## src/rtl/gol_pkg.sv

```systemverilog
//==============================================================================
// Module  : gol_pkg
// Brief   : Pad-ring bit map and B3/S23 rule constants for the GoL cell.
// Revision: 1.0 - initial release
//==============================================================================
`default_nettype none

package gol_pkg;

    localparam int unsigned BIT_NEIGHBORS_LSB = 9;
    localparam int unsigned BIT_CLK           = 17;
    localparam int unsigned BIT_SET           = 18;
    localparam int unsigned BIT_RESET         = 19;
    localparam int unsigned BIT_ALIVE         = 20;
    localparam int unsigned BIT_NOTALIVE      = 21;

    localparam logic [3:0] BIRTH_COUNT   = 4'd3;
    localparam logic [3:0] SURVIVE_COUNT = 4'd2;

endpackage

`default_nettype wire

```

## src/rtl/gol_cell.sv

```systemverilog
//==============================================================================
// Module  : gol_cell
// Brief   : Single Game-of-Life cell: neighbour popcount and B3/S23 update.
// Revision: 1.0 - initial release
//==============================================================================
`default_nettype none

module gol_cell
    import gol_pkg::*;
(
    input  logic       clk,
    input  logic       reset,
    input  logic       set,
    input  logic [7:0] neighbors,
    output logic       alive
);

    logic       r_alive;
    logic [3:0] w_count;
    logic       w_next;

    always_comb begin
        w_count = 4'd0;
        for (int i = 0; i < 8; i++) begin
            w_count = w_count + 4'(neighbors[i]);
        end
        w_next = (w_count == BIRTH_COUNT) ||
                 (r_alive && (w_count == SURVIVE_COUNT));
    end

    // reset and set are checked first so unknown neighbours cannot leak in
    always_ff @(posedge clk) begin
        if (reset) begin
            r_alive <= 1'b0;
        end else if (set) begin
            r_alive <= 1'b1;
        end else begin
            r_alive <= w_next;
        end
    end

    assign alive = r_alive;

endmodule

`default_nettype wire

```

## src/rtl/tiny_user_project.sv

```systemverilog
//==============================================================================
// Module  : tiny_user_project
// Brief   : Pad-ring wrapper mapping io_in/io_out/io_oeb onto one gol_cell.
// Revision: 1.0 - initial release
//==============================================================================
`default_nettype none

module tiny_user_project
    import gol_pkg::*;
#(
    parameter int IO_WIDTH = 38
) (
`ifdef USE_POWER_PINS
    inout  wire                 vccd1,
    inout  wire                 vssd1,
`endif
    input  logic [IO_WIDTH-1:0] io_in,
    output logic [IO_WIDTH-1:0] io_out,
    output logic [IO_WIDTH-1:0] io_oeb
);

    logic w_alive;

    // Bits outside the cell's map are deliberately left unconnected
    logic w_unused;
    assign w_unused = &{1'b0, io_in[BIT_NEIGHBORS_LSB-1:0],
                        io_in[IO_WIDTH-1:BIT_RESET+1]};

    gol_cell u_cell (
        .clk       (io_in[BIT_CLK]),
        .reset     (io_in[BIT_RESET]),
        .set       (io_in[BIT_SET]),
        .neighbors (io_in[BIT_NEIGHBORS_LSB +: 8]),
        .alive     (w_alive)
    );

    always_comb begin
        io_out               = '0;
        io_out[BIT_ALIVE]    = w_alive;
        io_out[BIT_NOTALIVE] = ~w_alive;

        io_oeb               = '1;
        io_oeb[BIT_ALIVE]    = 1'b0;
        io_oeb[BIT_NOTALIVE] = 1'b0;
    end

endmodule

`default_nettype wire

```

## config.mk

```make
export PLATFORM = sky130hd
export DESIGN_NAME = tiny_user_project
export DESIGN_NICKNAME = d
export VERILOG_FILES = /design/src/rtl/gol_pkg.sv /design/src/rtl/gol_cell.sv /design/src/rtl/tiny_user_project.sv
export SDC_FILE = /design/constraint.sdc
export NUM_CORES = 1
export LEC_CHECK = 0
export ABC_AREA = 1
export CORE_MARGIN = 4
export CORE_UTILIZATION = 24
export DETAILED_ROUTE_END_ITERATION = 7
export PLACE_DENSITY = 0.81
export SYNTH_ARGS = -nofsm -noshare
export SYNTH_HDL_FRONTEND = slang
export SYNTH_SLANG_ARGS = --single-unit
```

## constraint.sdc

```tcl
create_clock -name io_in -period 0.8 [get_ports io_in]
set_input_delay 0.16 -clock io_in [delete_from_list [all_inputs] [get_ports io_in]]
set_output_delay 0.16 -clock io_in [all_outputs]
set_load 0.005 [all_outputs]
```

# ---- Word-level counts from Yosys, hierarchy flattened
# Cells that the tools add are included.
# W data, S select, Z words.
dict set report word_totals {
  regBits 1
  elab_cells 14
}
dict set report classes {
  n_eq_ne 2
  n_addsub 7
  bitwise 1
  mux 1
  n_reduce_logical 2
}
# cell n
set ops {}
lappend ops {{$add A4 B1 Y4} 6}
lappend ops {{$eq A4 B2 Y1 const B} 2}
lappend ops {{$add A1 B1 Y2} 1}
lappend ops {{$logic_and A1 B1 Y1} 1}
lappend ops {{$logic_or A1 B1 Y1} 1}
lappend ops {{$mux W1} 1}
lappend ops {{$not A1 Y1} 1}

# ---- Depth between registers and ports, before layout
dict set report depth {
  word_depth 11
  mapped_depth 13
  ltp_nobuf 13
}

# ---- Hierarchy
# Synthesis repeated with hierarchy kept, for this count alone.
dict set report hier_totals {
  cells_unflattened 108
  area_unflattened_um2 802.0
}
# module area_per_inst_um2 instances seq_area_each_um2 cells_each
set modules_own_cells {}
lappend modules_own_cells {tiny_user_project 574.3 1 0.0 78}
lappend modules_own_cells {gol_cell 227.7 1 20.0 30}

# ---- Worst setup path before layout
# Ideal clock, no wire load.
dict set report synth_path {
  kind {flip-flop to flip-flop}
  from {reg u_cell.r_alive, in the netlist u_cell.alive}
  to {reg u_cell.r_alive, in the netlist u_cell.alive}
  t_required_ns 0.734
  setup_slack_ns 0.133
  t_arrival_ns 0.601
  n_path_buf 0
  stages_incl_launch_ff 5
  cell_sequence {dfxtp_1 -> o21ai_1 -> nor2_1 -> nand2_1 -> a21oi_2}
}
dict set report synth_between {
  elab_chain_cells 3
}
# item line_no
set synth_rtl {}
lappend synth_rtl {{start: declaration} gol_cell.sv:18} ;# logic r_alive;
lappend synth_rtl {{start signal: assignment} gol_cell.sv:38} ;# r_alive <= w_next;
lappend synth_rtl {{$logic_and A1 B1 Y1} gol_cell.sv:28} ;# (r_alive && (w_count == SURVIVE_COUNT));
lappend synth_rtl {{$logic_or A1 B1 Y1} gol_cell.sv:27} ;# w_next = (w_count == BIRTH_COUNT) ||
lappend synth_rtl {{$mux W1} gol_cell.sv:35} ;# end else if (set) begin
# No other way between the ends.
# A chain may end at the register's enable or synchronous reset.

==> results by group <==
Synthesis
  – Synth Instances: 107
  – Yosys reg bits: 1
  – Warnings, synthesis: 0
  – Cell Area, Synth: 797 um2
  – Distinct cells, synth: 10
  – Synth Area per Inst: 7.45 um2
  – Sequential fraction of the synthesis area: 2.51%

Critical path
  – Path depth of the worst reg2reg path: 5
  – Setup slack, reg-to-reg: -30 ps
  – WP data required: 730 ps
  – CP startpoint kind: clock port
  – Reg-to-Reg End: u_cell.alive
  – Arrival time at the worst endpoint: 2990 ps
  – CP Capture Type: register
  – WS Path Type: clock port to register
  – Reg-to-Reg Start: u_cell.alive
  – CP max FO: 2

Power
  – Max IR drop VDD: 0.00143 V
  – P_leak: 0.000468 uW
  – Combinational power share: 3.3%
  – Switching part of the total: 43.5%
  – P per Cell Area: 3720 mW/mm2
  – Seq pwr share: 2.1%
  – NetSw: 1160 uW
  – Clock share of power: 94.6%
  – Internal power: 1500 uW

STA
  – Final Setup Violations: 3
  – Setup TNS: -2260 ps
  – Worst hold margin: 63.3 ps
  – RSZ-0062 raised after global routing: true
  – Final-report max-slew violation count: 0
  – Fin worst setup slack: -2260 ps
  – Hold Vio Cnt, Final: 0
  – Worst clock skew: 0 ps

Detailed routing
  – Detailed Route WL: 1330 um
  – Vias per cell: 2.73
  – DRC violations left: 0
  – First drt pass iteration count: 4
  – Routed len/inst: 8.01 um
  – Via count of the routed design: 453
  – Drt initial violations: 10
  – Detail Route Antenna Nets: 0

Die
  – Die ar.: 0.00431 mm2
  – # rows: 20
  – Core area: 0.00310 mm2
  – Initial core utilization: 25.7%
  – Die Ht: 65.6 um
  – Die width: 65.6 um
  – I/O pin count: 114

Min path
  – Hold EP: u_cell.alive
  – Hold crit path type: clock port to register
  – WHS Path Cells: 1
  – HP Start: io_in[19]

GRT
  – Largest net degree at the start of global routing: 4
  – Initial antenna violation count: 0
  – Number of global-route vias before repair: 538
  – Global router's overall resource usage: 6.96%
  – Remaining global-route overflow: 0
  – First-pass GRT wire length: 1610 um

CTS
  – Clk_lat worst skew: 0 ps
  – TritonCTS clock tree: yes
  – CTS clk-pin slew, worst paths: 0 ps

Layout
  – Area grow syn2layout: -10.4%
  – ANT cells: 0
  – Net count, final: 168
  – Layout cells sized above 1: 18.0%
  – Largest register FFs: 1

Placed design
  – GP Congestion: 0.555
  – HPWL Detailed: 989 um
  – # port buffers: 2

Outcome
  – Failing checks: negative setup slack
  – Status: finished, violations left

Flow run
  – Max-cap viol count: 0
power by group through the flow:
| stage | clock network, uW | registers, uW | logic [uW] |
|---|---|---|---|
| finish | 2510 | 56.8 | 86.9 |
| floorplan | 1040 | 57.3 | 338 |
| global route | 2900 | 56.8 | 105 |
| global placement | 1040 | 57.3 | 74.9 |
| detailed placement | 1040 | 57.3 | 74.9 |
| CTS | 2590 | 56.8 | 74.9 |
worst max-delay path by stage:
stage / from / to / slack, ps / cells past startpoint
3_3_place_gp: io_in[9] / u_cell.alive / -2060 / 13
3_5_place_dp: io_in[9] / u_cell.alive / -2060 / 13
2_1_floorplan: io_in[9] / u_cell.alive / -2060 / 13
6_report: io_in[9] / u_cell.alive / -2260 / 14
4_1_cts: io_in[10] / u_cell.alive / -2430 / 14
5_1_grt: io_in[9] / u_cell.alive / -2410 / 14
critical path: stages:
cell     delay, ps
ha_4           240
inv_2           30
fa_1           460
fa_1           530
inv_2           40
fa_2           340
buf_6          120
inv_2           40
fa_1           390
inv_1           60
o21ai_1         50
nor2_1         100
nand2_2         70
a21oi_2        100
what timing repair did:
item / 4_1_cts / 5_1_grt
pin swaps: 7 / 8
buffers inserted: 0 / 1
endpoints found under the setup margin: 4 / 3
hold buffers: 0 / 0
resized for setup: 5 / 3
placed cells by master, fill, tap and decap left out, drive strengths merged:
cell type    instances
conb                74
clkbuf              13
nand2                4
fa                   4
o21ai                1
buf                  3
ha                   3
inv                 13
dlygate4sd2          2
dfxtp                1
a21oi                1
nor2                 3
metrics by stage:
stage | util, % | power, uW | setup WS, ps | instance area, um2 | instances
2_1_floorplan | - | 1440 | -2060 | 1070 | 179
3_3_place_gp | 19.0 | 1180 | -2060 | 589 | 151
3_5_place_dp | 19.0 | 1180 | -2060 | 589 | 151
4_1_cts | 22.8 | 2720 | -2430 | 708 | 166
5_1_grt | 23.0 | 3060 | -2410 | 714 | 166
6_report | 23.0 | 2660 | -2260 | 714 | 166
cells by family after synthesis:
family	Yosys count	share of synthesized area, %
other	2	0.942
flip-flops	1	2.51
adder cells (fa/ha/maj)	7	14.8
AND/OR/NAND/NOR	7	3.30
AO/OA/AOI/OAI	2	1.73
buffers and inverters	88	76.8
synth_stat cells (all sizes together):
library cell   n  area (um2)
o21ai          1        5.00
nor2           3        11.3
nand2          4        15.0
dfxtp          1        20.0
buf           75         563
inv           13        48.8
a21oi          1        8.76
conb           2        7.51
fa             4        80.1
ha             3        37.5
final cells by class:
cell class              instances  area [um2]
clock buffers                  15         113
well taps                      44        55.1
clock inverters                12        45.0
multi-input cells              90         453
inverters                       1        3.75
fillers                       361        2390
flip-flops and latches          1        20.0
repair buffers                  3        25.0
per-layer routing:
| layer | track usage (%) | vias to the layer above | share of wire [%] |
|---|---|---|---|
| li1 | - | 192 | - |
| met1 | 0.821 | 193 | 20 |
| met2 | 5.01 | 60 | 54 |
| met3 | 10.6 | 8 | 20 |
| met4 | 21.5 | 0 | 5.6 |
| met5 | 4.17 | - | 0 |
Power figures use the tool's default switching activity.
